[config.mk]
export PLATFORM = sky130hd
export DESIGN_NAME = keypad_pw_buffer
export DESIGN_NICKNAME = d
export VERILOG_FILES = /design/src/rtl/keypad_pw_buffer.sv
export SDC_FILE = /design/constraint.sdc
export NUM_CORES = 1
export LEC_CHECK = 0
export ABC_AREA = 1
export CAP_MARGIN = 30
export CORE_MARGIN = 4
export CORE_UTILIZATION = 53
export CTS_CLUSTER_DIAMETER = 100
export DETAILED_ROUTE_END_ITERATION = 12
export PLACE_DENSITY = 0.79
export SYNTH_ARGS = -nofsm -noshare
export SYNTH_HDL_FRONTEND = slang
export SYNTH_SLANG_ARGS = --single-unit
[constraint.sdc]
create_clock -name clk -period 1.9 [get_ports clk]
set_clock_uncertainty 0.05 [all_clocks]
set_input_delay 0.38 -clock clk [delete_from_list [all_inputs] [get_ports clk]]
set_output_delay 0.38 -clock clk [all_outputs]
set_load 0.005 [all_outputs]
[src/rtl/keypad_pw_buffer.sv]
// -----------------------------------------------------------------------------
// keypad_pw_buffer
// Password-entry buffer for the trick lock. It collects DIGITS key codes from the
// keypad decoder into a packed register, storing one digit for each accepted key
// strobe. It also supports backspace, full/done flags and a lock freeze. A
// partial entry is discarded after an inactivity timeout.
//
// Parameters
//   DIGITS       number of password digits (>=1)
//   DW           bits per digit (key code width)
//   TIMEOUT_CYC  idle cycles in ENTRY before a partial entry is discarded;
//                0 disables the timeout
//   CNT_W        digit counter width (derived)
//
// Ports
//   clk          system clock, rising edge
//   reset        synchronous active-high reset
//   key_valid    one-cycle strobe: keyvalue holds a new digit
//   keyvalue     key code, sampled only with key_valid
//   backspace    one-cycle strobe: delete the last entered digit
//   clear        level: wipe the whole buffer
//   lockkey      level: freeze the buffer, ignore keys and backspace
//   pw_bus       digit i at pw_bus[i*DW +: DW], digit 0 = first entered
//   digit_cnt    number of digits currently held (0..DIGITS)
//   full         digit_cnt == DIGITS
//   entry_done   one-cycle pulse when the DIGITS-th digit is stored
//   timeout      one-cycle pulse when a partial entry is discarded
// -----------------------------------------------------------------------------
module keypad_pw_buffer #(
  parameter int DIGITS      = 4,
  parameter int DW          = 4,
  parameter int TIMEOUT_CYC = 1000,
  localparam int CNT_W      = $clog2(DIGITS + 1)
) (
  input  logic                 clk,
  input  logic                 reset,
  input  logic                 key_valid,
  input  logic [DW-1:0]        keyvalue,
  input  logic                 backspace,
  input  logic                 clear,
  input  logic                 lockkey,
  output logic [DIGITS*DW-1:0] pw_bus,
  output logic [CNT_W-1:0]     digit_cnt,
  output logic                 full,
  output logic                 entry_done,
  output logic                 timeout
);

  // The idle counter only has to reach TIMEOUT_CYC-1, so it never wraps.
  localparam int IDLE_W = (TIMEOUT_CYC > 1) ? $clog2(TIMEOUT_CYC) : 1;
  localparam logic [IDLE_W-1:0] IDLE_LAST =
    IDLE_W'((TIMEOUT_CYC > 0) ? TIMEOUT_CYC - 1 : 0);
  localparam bit TO_EN = (TIMEOUT_CYC > 0);
  localparam logic [CNT_W-1:0] CNT_FULL = CNT_W'(DIGITS);

  typedef enum logic [1:0] {
    S_IDLE,
    S_ENTRY,
    S_FULL,
    S_LOCKED
  } state_t;

  state_t                 state, state_nxt;
  logic [IDLE_W-1:0]      idle_cnt, idle_nxt;
  logic [DIGITS*DW-1:0]   pw_nxt;
  logic [CNT_W-1:0]       cnt_nxt;
  logic                   done_nxt, to_nxt;

  // State implied by a digit count; used when leaving LOCKED and after edits.
  function automatic state_t state_of(input logic [CNT_W-1:0] cnt);
    if (cnt == '0)            return S_IDLE;
    else if (cnt == CNT_FULL) return S_FULL;
    else                      return S_ENTRY;
  endfunction

  // NOTE: every signal written here gets a default first, so no path through
  // the block can leave a value unassigned and infer a latch.
  always_comb begin
    state_nxt = state;
    pw_nxt    = pw_bus;
    cnt_nxt   = digit_cnt;
    idle_nxt  = idle_cnt;
    done_nxt  = 1'b0;
    to_nxt    = 1'b0;

    if (clear) begin
      // The buffer is wiped even when locked; lockkey only decides the state.
      pw_nxt    = '0;
      cnt_nxt   = '0;
      idle_nxt  = '0;
      state_nxt = lockkey ? S_LOCKED : S_IDLE;
    end else if (lockkey) begin
      state_nxt = S_LOCKED;
    end else begin
      unique case (state)
        // The release cycle only re-derives the state; keys resume next cycle.
        S_LOCKED: state_nxt = state_of(digit_cnt);
        default: begin
          if (backspace) begin
            // A backspace wins over a simultaneous key, which is lost.
            if (digit_cnt != '0) begin
              for (int i = 0; i < DIGITS; i++) begin
                if (digit_cnt == CNT_W'(i + 1)) pw_nxt[i*DW +: DW] = '0;
              end
              cnt_nxt   = digit_cnt - 1'b1;
              idle_nxt  = '0;
              state_nxt = state_of(cnt_nxt);
            end
          end else if (key_valid && state != S_FULL) begin
            for (int i = 0; i < DIGITS; i++) begin
              if (digit_cnt == CNT_W'(i)) pw_nxt[i*DW +: DW] = keyvalue;
            end
            cnt_nxt   = digit_cnt + 1'b1;
            idle_nxt  = '0;
            state_nxt = state_of(cnt_nxt);
            done_nxt  = (cnt_nxt == CNT_FULL);
          end else if (TO_EN && state == S_ENTRY) begin
            if (idle_cnt == IDLE_LAST) begin
              pw_nxt    = '0;
              cnt_nxt   = '0;
              idle_nxt  = '0;
              to_nxt    = 1'b1;
              state_nxt = S_IDLE;
            end else begin
              idle_nxt = idle_cnt + 1'b1;
            end
          end
        end
      endcase
    end
  end

  // NOTE: sequential state uses non-blocking assignments so every register
  // samples the values from before the edge, independent of statement order.
  always_ff @(posedge clk) begin
    if (reset) begin
      state      <= S_IDLE;
      pw_bus     <= '0;
      digit_cnt  <= '0;
      idle_cnt   <= '0;
      full       <= 1'b0;
      entry_done <= 1'b0;
      timeout    <= 1'b0;
    end else begin
      state      <= state_nxt;
      pw_bus     <= pw_nxt;
      digit_cnt  <= cnt_nxt;
      idle_cnt   <= idle_nxt;
      full       <= (cnt_nxt == CNT_FULL);
      entry_done <= done_nxt;
      timeout    <= to_nxt;
    end
  end

endmodule

==> results.json <==
{
  "diodes": 0,
  "finalCritPeriodShare": 0.938,
  "dpl_cell_area_sq_mm": 0.00252,
  "syn_nets": 327,
  "grt_use_total": 0.219,
  "worstPathArrival_ns": 1.35,
  "ir_worst_vdd_mv": 0.344,
  "synth_warnings": 0,
  "post-route-min-period_ns": 1.78,
  "path_max_fanout": 7,
  "clkSlewWorstSetupHoldPaths_ns": 0.07,
  "yosys.area.top_type": "dfxtp_1",
  "r2r_setup_slack_ns": 0.15,
  "setup_viol": 0,
  "synth_area_leaders": "dfxtp_1, nand2_1, inv_1, nor2_1, nand3_1",
  "overflow": 0,
  "h-tree-depth": 2,
  "fin_nets": 390,
  "clock.fmax_mhz": 561,
  "synth_seq_area_share": 0.345,
  "path_class": "flop to output pin",
  "synthCells": 308,
  "synth.distinct_cells": 30,
  "drive_gt1_frac": 0.148,
  "worst-slew-pin-transition_ns": 0.413,
  "cts_tree": "built",
  "cts.sinks": 34,
  "cp_top_family": "buffers and inverters",
  "cts-root-buf": "clkbuf_8",
  "slowest_delay_ns": 0.56,
  "hold_path.class": "flop to flop",
  "relSlewSlack": 0.722,
  "portBuffers": 31,
  "avgViaCountPerCell": 4.82,
  "gp_congestion": 0.909,
  "maxCapViolCount": 0,
  "critPathSlowestCell": "clkdlybuf4s50_1",
  "antenna_found_initial": 0,
  "ys_seq_elements": 34,
  "worst_setup_path_end_kind": "output pin",
  "final_common_cell": "nand2_1",
  "cts_buffers": 5,
  "drt-total-wl_mm": 4.71,
  "hold_violations": 0,
  "clk_latency_ns": 0.29,
  "cp_num_buf_inv": 1,
  "hold_buffers": 0,
  "grt_pass1_vias": 1786,
  "route.detailed.drc": 0,
  "drt_iter0_drc": 96,
  "final_cell_mix": "nand2_1, inv_1, nor2_1, dfxtp_1, clkdlybuf4s50_1",
  "die_h_um": 69.0,
  "p_leak_nw": 1.24,
  "via_count": 2015,
  "clk_path_buf_depth": 2,
  "wire_per_inst_um": 11.3,
  "ant_nets": 0,
  "required_ns": 1.47,
  "area_growth_pct": 35.0,
  "coreArea_sq_mm": 0.00347,
  "path_cells": "clkdlybuf4s50_1",
  "fin_cells": 418,
  "status": "completed",
  "io_pins": 32,
  "syn_area_sq_mm": 0.00197,
  "power_density_mw_per_mm2": 642,
  "stdcell_area_sq_mm": 0.00266,
  "die-area_sq_mm": 0.00476,
  "grt_pass1_wl_mm": 7.68,
  "num_rows": 21,
  "async_flop_share": 0,
  "rsz0062_at_grt": "false",
  "fill_cells": 286,
  "yosys.area.top_type_share": 0.345,
  "dr.pass1.iters": 4,
  "die_x_um": 69.0,
  "grt_max_degree": 16,
  "dp_hpwl_mm": 3.61,
  "synth_edf_count": 0,
  "start_util": 0.569,
  "p_total_mw": 1.71,
  "placedCellCount": 407,
  "start_kind": "flop",
  "slew_viol_final": 0,
  "synth_area_per_cell_sq_um": 6.40,
  "ys.flop_type": "dfxtp_1"
}
[cell usage after synthesis, types with 2 or more instances]
cell type	count
a21oi_1	11
dfxtp_1	34
ha_1	9
inv_1	50
inv_2	6
nand2_1	85
nand2_2	5
nand2_4	2
nand3_1	25
nand3_2	2
nand4_1	3
nor2_1	49
nor3_1	5
nor3b_1	2
o21ai_0	4
o22ai_1	2
[worst register-to-register path: stages (launching register included)]
cell	delay [ns]
dfxtp_1	0.33
inv_1	0.09
ha_1	0.27
nand2_4	0.11
nor2_4	0.05
nor2_8	0.09
nand2_4	0.09
a21oi_4	0.25
buf_4	0.16
nand3_1	0.06
nand2_1	0.07
nor2_1	0.04
[power by group]
part	internal (mW)	switching (mW)
clock	0.392	0.260
combinational	0.142	0.176
sequential	0.728	0.0109
[what timing repair did]
action	4_1_cts	5_1_grt
setup buffers	0	3
setup endpoints to repair	0	12
resized for setup	0	3
[cells by family after synthesis]
| group | after synthesis | share of synthesized area |
|---|---|---|
| buf+inv | 58 | 0.112 |
| fa+ha+maj | 9 | 0.0571 |
| simple gates | 183 | 0.411 |
| flops | 34 | 0.345 |
| xor+xnor | 2 | 0.00888 |
| compound gates | 22 | 0.0660 |
[metrics by stage]
step / setup TNS (ns) / worst slack [ns] / utilization / hold slack (ns)
after CTS: 0 / 0.122 / 0.758 / 0.409
after detailed placement: -0.452 / -0.0574 / 0.727 / 0.399
after global routing: 0 / 0.00915 / 0.768 / 0.436
after global placement: -0.0747 / -0.0118 / 0.727 / 0.397
final: 0 / 0.118 / 0.768 / 0.409
after floorplan: 0 / 0.165 / - / 0.389
[worst paths after layout]
kind | start | to | cells past startpoint
max | digit_cnt[2]$_SDFF_PP0_ | digit_cnt[2] | 1
min | idle_cnt[8]$_SDFFE_PP0P_ | idle_cnt[8]$_SDFFE_PP0P_ | 2
min reg2reg | idle_cnt[8]$_SDFFE_PP0P_ | idle_cnt[8]$_SDFFE_PP0P_ | 2
max reg2reg | digit_cnt[0]$_SDFF_PP0_ | pw_bus[0]$_SDFFE_PP0P_ | 11
[routing by layer]
metal	vias to the layer above	GRT usage	routed length (um)
met5	-	0	0
li1	1075	-	-
met2	41	0.371	2260
met1	891	0.265	2150
met3	8	0.0519	226
met4	0	0.0852	76
[layout make-up]
type / instances / area (sq um) / area share
multi-input cells: 216 / 1080 / 0.407
flip-flops and latches: 34 / 681 / 0.256
repair buffers: 57 / 518 / 0.195
inverters: 57 / 216 / 0.0813
clock buffers: 7 / 76.3 / 0.0287
well taps: 46 / 57.6 / 0.0216
clock inverters: 1 / 30.0 / 0.0113
[sequential cells by signal, summed over array words and instances, names as in the netlist]
signal	cells
digit_cnt	3
entry_done	1
pw_bus	16
idle_cnt	10
state	2
timeout	1
full	1
Note: power is estimated with default switching activity, not from simulation.
